**src/rtl/mdu_iterative_pkg.sv**
```systemverilog
// Shared definitions for the iterative multiply/divide unit: op and state encodings,
// funct decode helpers, and the sign-correction policy used at the end of an operation.
package mdu_iterative_pkg;

    localparam int MDU_WIDTH = 32;
    localparam int MDU_CNT_W = $clog2(MDU_WIDTH);

    typedef enum logic [1:0] {
        OP_MULT  = 2'b00,
        OP_MULTU = 2'b01,
        OP_DIV   = 2'b10,
        OP_DIVU  = 2'b11
    } mdu_op_e;

    typedef enum logic [1:0] {
        S_IDLE   = 2'b00,
        S_CALC   = 2'b01,
        S_FINISH = 2'b10
    } mdu_state_e;

    typedef struct packed {
        logic neg_prod;
        logic neg_quot;
        logic neg_rem;
    } sign_ctl_t;

    // R-type funct 0110xx selects the multiply/divide group; the low two bits pick the op.
    localparam logic [3:0] FUNCT_MDU_GRP = 4'b0110;

    function automatic logic is_mdu_funct(input logic [5:0] funct);
        return funct[5:2] == FUNCT_MDU_GRP;
    endfunction

    function automatic mdu_op_e funct_to_op(input logic [5:0] funct);
        return mdu_op_e'(funct[1:0]);
    endfunction

    function automatic logic op_is_signed(input mdu_op_e op);
        return (op == OP_MULT) || (op == OP_DIV);
    endfunction

    function automatic logic op_is_div(input mdu_op_e op);
        return (op == OP_DIV) || (op == OP_DIVU);
    endfunction

    // Which result fields need negating, given the latched operand signs.
    function automatic sign_ctl_t sign_ctl(input mdu_op_e op, input logic sa, input logic sb);
        sign_ctl_t s;
        s = '0;
        case (op)
            OP_MULT: s.neg_prod = sa ^ sb;
            OP_DIV: begin
                s.neg_quot = sa ^ sb;
                s.neg_rem  = sa;
            end
            default: ;
        endcase
        return s;
    endfunction

endpackage

```
**src/rtl/mdu_iterative.sv**
```systemverilog
// Iterative MDU: shift-add multiply and restoring divide on unsigned magnitudes,
// one bit per cycle, with sign correction applied in a single FINISH cycle.
module mdu_iterative
    import mdu_iterative_pkg::*;
#(
    parameter int WIDTH = MDU_WIDTH
) (
    input  logic             clock,
    input  logic             reset,
    input  logic             start,
    input  logic [1:0]       op,
    input  logic [WIDTH-1:0] operand_a,
    input  logic [WIDTH-1:0] operand_b,
    output logic             busy,
    output logic             done,
    output logic             div_by_zero,
    output logic [WIDTH-1:0] hi_out,
    output logic [WIDTH-1:0] lo_out
);

    localparam int CNT_W = $clog2(WIDTH);
    localparam logic [CNT_W-1:0] LAST_ITER = CNT_W'(WIDTH - 1);

    mdu_state_e         state_q, state_d;
    logic [CNT_W-1:0]   cnt_q, cnt_d;
    mdu_op_e            op_q, op_d;
    logic               sa_q, sa_d;
    logic               sb_q, sb_d;
    logic [WIDTH-1:0]   mag_a_q, mag_a_d;
    logic [WIDTH-1:0]   mag_b_q, mag_b_d;
    logic [WIDTH-1:0]   raw_a_q, raw_a_d;
    logic               zdiv_q, zdiv_d;
    logic [2*WIDTH-1:0] acc_q, acc_d;
    logic               done_q, done_d;
    logic               dbz_q, dbz_d;
    logic [WIDTH-1:0]   hi_q, hi_d;
    logic [WIDTH-1:0]   lo_q, lo_d;

    logic               in_signed;
    logic [WIDTH:0]     msum;
    logic [WIDTH:0]     sh_rem;
    logic [WIDTH:0]     diff;
    logic               ge;
    logic [2*WIDTH-1:0] prod_fix;
    sign_ctl_t          sc;

    assign busy        = (state_q != S_IDLE);
    assign done        = done_q;
    assign div_by_zero = dbz_q;
    assign hi_out      = hi_q;
    assign lo_out      = lo_q;

    always_comb begin
        state_d   = state_q;
        cnt_d     = cnt_q;
        op_d      = op_q;
        sa_d      = sa_q;
        sb_d      = sb_q;
        mag_a_d   = mag_a_q;
        mag_b_d   = mag_b_q;
        raw_a_d   = raw_a_q;
        zdiv_d    = zdiv_q;
        acc_d     = acc_q;
        done_d    = 1'b0;
        dbz_d     = 1'b0;
        hi_d      = hi_q;
        lo_d      = lo_q;

        in_signed = op_is_signed(mdu_op_e'(op));
        // Multiply: multiplier LSB gates a WIDTH+1-bit add into the upper half.
        msum      = {1'b0, acc_q[2*WIDTH-1:WIDTH]} + (mag_b_q[0] ? {1'b0, mag_a_q} : '0);
        // Divide: next dividend bit comes from the MSB of the left-shifting dividend.
        sh_rem    = {acc_q[2*WIDTH-1:WIDTH], mag_a_q[WIDTH-1]};
        diff      = sh_rem - {1'b0, mag_b_q};
        ge        = (sh_rem >= {1'b0, mag_b_q});
        sc        = sign_ctl(op_q, sa_q, sb_q);
        prod_fix  = sc.neg_prod ? -acc_q : acc_q;

        case (state_q)
            S_IDLE: begin
                if (start) begin
                    op_d    = mdu_op_e'(op);
                    sa_d    = in_signed && operand_a[WIDTH-1];
                    sb_d    = in_signed && operand_b[WIDTH-1];
                    mag_a_d = (in_signed && operand_a[WIDTH-1]) ? -operand_a : operand_a;
                    mag_b_d = (in_signed && operand_b[WIDTH-1]) ? -operand_b : operand_b;
                    raw_a_d = operand_a;
                    zdiv_d  = op[1] && (operand_b == '0);
                    acc_d   = '0;
                    cnt_d   = '0;
                    state_d = S_CALC;
                end
            end
            S_CALC: begin
                if (op_is_div(op_q)) begin
                    acc_d   = {(ge ? diff[WIDTH-1:0] : sh_rem[WIDTH-1:0]),
                               acc_q[WIDTH-2:0], ge};
                    mag_a_d = mag_a_q << 1;
                end else begin
                    acc_d   = {msum, acc_q[WIDTH-1:1]};
                    mag_b_d = mag_b_q >> 1;
                end
                cnt_d = cnt_q + 1'b1;
                if (cnt_q == LAST_ITER) begin
                    cnt_d   = '0;
                    state_d = S_FINISH;
                end
            end
            S_FINISH: begin
                if (!op_is_div(op_q)) begin
                    hi_d = prod_fix[2*WIDTH-1:WIDTH];
                    lo_d = prod_fix[WIDTH-1:0];
                end else if (zdiv_q) begin
                    hi_d = raw_a_q;
                    lo_d = '1;
                end else begin
                    hi_d = sc.neg_rem  ? -acc_q[2*WIDTH-1:WIDTH] : acc_q[2*WIDTH-1:WIDTH];
                    lo_d = sc.neg_quot ? -acc_q[WIDTH-1:0]       : acc_q[WIDTH-1:0];
                end
                done_d  = 1'b1;
                dbz_d   = zdiv_q;
                state_d = S_IDLE;
            end
            default: state_d = S_IDLE;
        endcase
    end

    always_ff @(posedge clock) begin
        if (!reset) begin
            state_q <= S_IDLE;
            cnt_q   <= '0;
            op_q    <= OP_MULT;
            sa_q    <= 1'b0;
            sb_q    <= 1'b0;
            mag_a_q <= '0;
            mag_b_q <= '0;
            raw_a_q <= '0;
            zdiv_q  <= 1'b0;
            acc_q   <= '0;
            done_q  <= 1'b0;
            dbz_q   <= 1'b0;
            hi_q    <= '0;
            lo_q    <= '0;
        end else begin
            state_q <= state_d;
            cnt_q   <= cnt_d;
            op_q    <= op_d;
            sa_q    <= sa_d;
            sb_q    <= sb_d;
            mag_a_q <= mag_a_d;
            mag_b_q <= mag_b_d;
            raw_a_q <= raw_a_d;
            zdiv_q  <= zdiv_d;
            acc_q   <= acc_d;
            done_q  <= done_d;
            dbz_q   <= dbz_d;
            hi_q    <= hi_d;
            lo_q    <= lo_d;
        end
    end

endmodule

```
**config.mk**
```make
export PLATFORM = sky130hd
export DESIGN_NAME = mdu_iterative
export DESIGN_NICKNAME = d
export VERILOG_FILES = /design/src/rtl/mdu_iterative_pkg.sv /design/src/rtl/mdu_iterative.sv
export SDC_FILE = /design/constraint.sdc
export NUM_CORES = 1
export LEC_CHECK = 0
export CORE_MARGIN = 5
export CORE_UTILIZATION = 50
export CTS_CLUSTER_DIAMETER = 50
export DETAILED_ROUTE_END_ITERATION = 8
export MAX_ROUTING_LAYER = met4
export PLACE_DENSITY = 0.7
export SLEW_MARGIN = 25
export SYNTH_ARGS = -nofsm -noshare
export SYNTH_HDL_FRONTEND = slang
export SYNTH_SLANG_ARGS = --single-unit
```
**constraint.sdc**
```tcl
create_clock -name clock -period 6.2 [get_ports clock]
set_clock_uncertainty 0.1 [all_clocks]
set_input_delay 1.24 -clock clock [delete_from_list [all_inputs] [get_ports clock]]
set_output_delay 1.24 -clock clock [all_outputs]
set_load 0.03 [all_outputs]
```
; ---- After elaboration in Yosys (flattened, before gate mapping)
; Index checks and enable logic that the tools add are counted.
[classes]
n_bitwise = 1
muxes = 29
eq_ne = 10
n_reduce_logical = 17
order_cmp = 1
add_sub_neg = 8
[ops]
columns = op, n
row1 = 32-bit 2-to-1 mux, 14
row2 = 64-bit 2-to-1 mux, 3
row3 = 32-bit negation, 4
row4 = 32-bit case mux with 2 select lines, 2
row5 = 64-bit case mux with 2 select lines, 1
row6 = 64-bit negation, 1
row7 = 32-bit by 32-bit adder with 33-bit output, 1
row8 = 33-bit by 32-bit greater-or-equal comparator with 1-bit output, 1
row9 = 32-bit zero test, 1
row10 = 32-bit subtractor, 1
row11 = 5-bit 2-to-1 mux, 2
row12 = 5-bit case mux with 2 select lines, 1
row13 = 2-bit equality test (second input constant), 4
row14 = 2-bit inequality test (second input constant), 4
row15 = 2-bit AND reduction, 4
row16 = 2-bit zero test, 3
row17 = 2-bit 2-to-1 mux, 3
row18 = 3-bit AND reduction, 2
row19 = 5-bit by 1-bit adder with 5-bit output (second input constant), 1
row20 = 5-bit equality test (second input constant), 1
row21 = 2-bit case mux with 2 select lines, 1
row22 = 2-bit nonzero test, 2
row23 = 1-bit logical AND, 3
row24 = 2-bit by 1-bit equality test with 1-bit output (second input constant), 1
row25 = 3 further kinds, 5
[word_totals]
in_bits = 69
reg_bits = 238
elab_cells = 80
output_inout_bits = 67

; ---- Longest topological paths before layout
[depth]
depth_word = 6
mapped_depth = 15
ltp_nobuf = 13

; ---- Worst setup path before layout
; OpenSTA, ideal clock, no wires.
[synth_path]
kind = input port to flip-flop
start = input operand_a[2]
end = register mag_a_q[27]
arrival_ns = 3.315
required_time_ns = 5.977
path_buffers = 0
setup_ns = 0.123
path_slack_ns = 2.662
stages = 8
path_cell_list = or4_1 nor4_1 nand4b_1 nor4_1 a21oi_1 xor2_1 a221oi_1 nor2b_1
[synth_via]
elab_chain_cells = 4
[synth_lines]
columns = item, line
row1 = "start, declared", mdu_iterative.sv:12  ; input logic [WIDTH-1:0] operand_a,
row2 = 32-bit negation, mdu_iterative.sv:85  ; mag_a_d = (in_signed && operand_a[WIDTH-1]) ? -operand_a : operand_a;
row3 = 32-bit 2-to-1 mux, mdu_iterative.sv:85
row4 = 32-bit 2-to-1 mux, mdu_iterative.sv:81  ; if (start) begin
row5 = 32-bit case mux with 2 select lines, mdu_iterative.sv:79  ; case (state_q)
row6 = "end signal, assigned", mdu_iterative.sv:150  ; mag_a_q <= mag_a_d;
row7 = "end, declared", mdu_iterative.sv:29  ; logic [WIDTH-1:0] mag_a_q, mag_a_d;
; Every way passes these cells. The select of a mux whose other input is x is not followed.
; A chain may end at the register's enable or synchronous reset.

; ---- Worst setup path in the final report
[layout_path]
start = register acc_q[32]
end = register acc_q[39]
[layout_via]
elab_chain_cells = 4
word_cells_on_any_way = 6
classes_between = add/sub (2) / order compare (1) / mux (3)
[layout_lines]
columns = item, line
row1 = "start, declared", mdu_iterative.sv:33  ; logic [2*WIDTH-1:0] acc_q, acc_d;
row2 = "start signal, assigned", mdu_iterative.sv:139  ; acc_q <= '0;
row3 = "start signal, assigned", mdu_iterative.sv:154  ; acc_q <= acc_d;
row4 = 32-bit subtractor or 33-bit by 32-bit greater-or-equal comparator with 1-bit output (tied branches), "mdu_iterative.sv:74, mdu_iterative.sv:75"
row5 = 32-bit 2-to-1 mux, mdu_iterative.sv:96  ; acc_d = {(ge ? diff[WIDTH-1:0] : sh_rem[WIDTH-1:0]),
row6 = 64-bit 2-to-1 mux *, mdu_iterative.sv:95  ; if (op_is_div(op_q)) begin
row7 = 64-bit case mux with 2 select lines *, mdu_iterative.sv:79
; Mark *: on every way between the ends. The rest lies on a longest branch, timed or not.

==> impl_metrics.json <==
{
  "diodes": 0,
  "io_pins": 136,
  "p_sw_mw": 1.462,
  "route.vias.total": 17580,
  "p_leak_nw": 7.583,
  "reg2reg_slack_ns": 1.82,
  "crit_path_end_kind": "flip-flop",
  "fp.dieArea_um2": 38980,
  "fin_util_pct": 57.91,
  "cts_setup_buffers": 0,
  "fp-row-count": 68,
  "grt_overflow": 0,
  "min_period_ns": 4.376,
  "met1_usage_pct": 42.72,
  "worstSetupStartpoint": "acc_q[32]",
  "grt_pass1_vias": 16360,
  "avgSynthCellArea_um2": 7.503,
  "dr.pass1.iters": 6,
  "die_w_um": 197.4,
  "final_layout_size_suffix_gt1_share_pct": 5.032,
  "combPwrFrac_pct": 21.8,
  "r2r-end": "acc_q[39]",
  "dr.first_iter.drc_count": 1711,
  "grt.total_usage_pct": 30.27,
  "post_cts_hold_buffer_count": 0,
  "syn-num-nets": 2483,
  "design_area_um2": 20050,
  "r2r-start": "acc_q[32]",
  "crit_arrival_ns": 4.69,
  "cts_root_buf": "clkbuf_16",
  "gp_congestion": 1.004,
  "outcome": "finished clean",
  "finalCritPeriodShare_pct": 70.59,
  "finalHoldViolCount": 0,
  "maxCapViolCount": 0,
  "critPathKind": "flip-flop to flip-flop",
  "worst_slew_pin_slew_ns": 1.057,
  "use_met3_pct": 5.680,
  "ys_warn_count": 0,
  "grt_max_degree": 92,
  "power_frac_clock_pct": 42.3,
  "ctsResizeCount": 0,
  "cts_sinks": 238,
  "placed_area_um2": 18920,
  "cp-start-kind": "flip-flop",
  "grt_first_pass_wirelength_um": 92110,
  "wl_per_cell_um": 20.97,
  "drtAntennaViolNets": 0,
  "path_clk_slew_ns": 0.05,
  "fin_nets": 2484,
  "ys_types": 83,
  "cts_tree": "done",
  "syn_to_final_growth_pct": 14.16,
  "p_per_area_nw_per_um2": 231.1,
  "critPathCapture": "acc_q[39]",
  "cts_made_buffers": 34,
  "setup_violations": 0,
  "synth_edf_count": 0,
  "antenna_found_initial": 2,
  "p_seq_share_pct": 35.9,
  "coreArea_um2": 34630,
  "dp.cells": 2761,
  "seq_area_frac_synth_pct": 27.12,
  "syn-cell-area_um2": 17570,
  "reg2regPathDepth": 10,
  "async_flop_share_pct": 0,
  "grt-busiest-layer": "met2",
  "postSynthCellCount": 2341,
  "route.detailed.drc": 0,
  "max_slew_margin_pct": 29.27,
  "required_ns": 6.51,
  "rsz0062_at_grt": "no",
  "slew_viol_final": 0,
  "viasPerCell": 6.235,
  "switching_share_pct": 31.55,
  "fmax_ghz": 0.2285,
  "clk_latency_ns": 0.54,
  "ctsHtreeMaxLevel": 2,
  "grtUsageMet2_pct": 43.70,
  "fin_cells": 2820,
  "port_buffers": 135,
  "intPower_mw": 3.172,
  "ys.flop_type": "dfxtp_1",
  "path_max_fanout": 41,
  "nFillCells": 3220,
  "vdd_drop_max_mv": 0.2003,
  "clock_path_buffers": 3,
  "setup_tns_ns": 0,
  "total_power_mw": 4.634,
  "hpwlAfterDp_um": 43740,
  "ys_ff_latch": 238,
  "hold_path_class": "flip-flop to flip-flop",
  "routed_wl_um": 59140,
  "die_h_um": 197.4,
  "start_util_pct": 50.73
}
-- cell families (layout without fill, tap and decap cells) --
| logic type | Yosys count | count (layout) | share of synthesized area, % |
|---|---|---|---|
| muxes | 67 | 67 | 3.889 |
| buffers and inverters | 257 | 281 | 5.713 |
| adders and majority gates | 73 | 73 | 5.285 |
| DFF | 238 | 238 | 27.12 |
| AOI/OAI and AO/OA | 767 | 767 | 27.25 |
| and+or+nand+nor | 764 | 764 | 22.01 |
| xor gates and xnor gates | 175 | 175 | 8.726 |
-- registers in the layout, summed over array words and instances, names as in the netlist, 2 cells and up --
register  cells
mag_b_q      32
acc_q        64
mag_a_q      32
op_q          2
hi_out       32
lo_out       32
cnt_q         5
raw_a_q      32
state_q       2
-- per-stage QoR --
stage          hold slack (ns)  worst slack (ns)
2_1_floorplan           0.3142             2.662
3_3_place_gp            0.3338             1.705
3_5_place_dp            0.3422             1.621
4_1_cts                 0.3498             2.013
5_1_grt                 0.3718             1.623
6_report                0.3542             1.824
-- final cells by class --
type / count / area [µm²] / share of cell area, %
sequential: 238 / 4768 / 23.78
inverter: 67 / 251.5 / 1.254
clock inverter: 13 / 150.1 / 0.7487
timing repair buffer: 155 / 1499 / 7.475
tap: 455 / 569.3 / 2.839
multi-input combinational: 1846 / 11840 / 59.03
clock buffer: 46 / 977.2 / 4.873
-- cells in the mapped netlist, drive strengths merged, types with 11 or more instances --
master / number / area share, %
dfxtp: 238 / 27
a21oi: 233 / 6.6
o21ai: 204 / 5.8
nand2: 200 / 4.3
nor2: 173 / 3.7
clkbuf: 159 / 3.4
xnor2: 99 / 4.9
and2: 82 / 2.9
nand3: 81 / 2.3
xor2: 76 / 3.8
ha: 71 / 5.1
inv: 67 / 1.4
mux2i: 57 / 3.2
a21boi: 55 / 2.4
nor2b: 55 / 2.0
nor3: 45 / 1.4
a211oi: 42 / 1.8
o211ai: 37 / 1.6
buf: 31 / 0.88
a21o: 29 / 1.2
o31ai: 23 / 0.98
or3: 23 / 0.85
nor4: 18 / 0.90
nand4: 17 / 0.61
o21a: 17 / 0.73
a31oi: 16 / 0.57
nand2b: 16 / 0.57
or4: 15 / 0.71
o41ai: 12 / 0.68
and3: 11 / 0.39
-- critical path, cell delays in order, from the launching register on --
cell and delay (ns):
dfxtp_1 0.44, ha_1 0.38, nor2b_1 0.19, o31ai_1 0.16
a2111oi_0 0.74, o21ai_1 0.26, o21ai_1 0.29, a221o_2 0.86
mux2_2 0.41, a222oi_1 0.31, nor2b_1 0.09
-- worst min-delay path by stage --
| stage | startpoint | end | slack [ns] | cells past startpoint |
|---|---|---|---|---|
| after floorplan | cnt_q[3] | cnt_q[3] | 0.31 | 1 |
| after global placement | cnt_q[3] | cnt_q[3] | 0.33 | 1 |
| after detailed placement | cnt_q[3] | cnt_q[3] | 0.34 | 1 |
| after CTS | cnt_q[3] | cnt_q[3] | 0.35 | 1 |
| after global routing | cnt_q[3] | cnt_q[3] | 0.37 | 1 |
| final | cnt_q[3] | cnt_q[3] | 0.35 | 1 |
-- metal layers --
| metal | vias up | part of all wire [%] | routed length (µm) |
|---|---|---|---|
| li1 | 8391 | - | - |
| met1 | 8325 | 45 | 26680 |
| met2 | 741 | 43 | 25360 |
| met3 | 126 | 9.1 | 5355 |
| met4 | 0 | 2.9 | 1743 |
| met5 | - | 0 | 0 |
-- placed cells by master (no fill, tap or decap), drive strengths merged, types with 9 or more instances in the layout --
| cell | instances |
|---|---|
| clkbuf | 46 |
| a21boi | 55 |
| nand4 | 17 |
| mux2i | 57 |
| o211ai | 37 |
| and3 | 11 |
| or4 | 15 |
| a211oi | 42 |
| and2 | 82 |
| xnor2 | 99 |
| dfxtp | 238 |
| nor2 | 173 |
| nand2 | 200 |
| nor3 | 45 |
| or3 | 23 |
| ha | 71 |
| o31ai | 23 |
| o21a | 17 |
| clkdlybuf4s50 | 134 |
| nand3 | 81 |
| a31oi | 16 |
| o41ai | 12 |
| o211a | 9 |
| inv | 73 |
| nor2b | 55 |
| a21o | 29 |
| o21ai | 204 |
| a221oi | 10 |
| buf | 21 |
| mux2 | 10 |
| nand2b | 16 |
| nor4 | 18 |
| a21oi | 233 |
| xor2 | 76 |
| o22ai | 10 |
-- power by group through the flow --
stage / clock (mW) / combinational [mW] / sequential, mW
floorplan: 0 / 0.730 / 1.66
global placement: 0 / 0.974 / 1.69
detailed placement: 0 / 0.985 / 1.69
CTS: 1.99 / 0.989 / 1.66
global route: 2.05 / 1.10 / 1.67
finish: 1.96 / 1.01 / 1.67
Power figures use the tool's default switching activity.
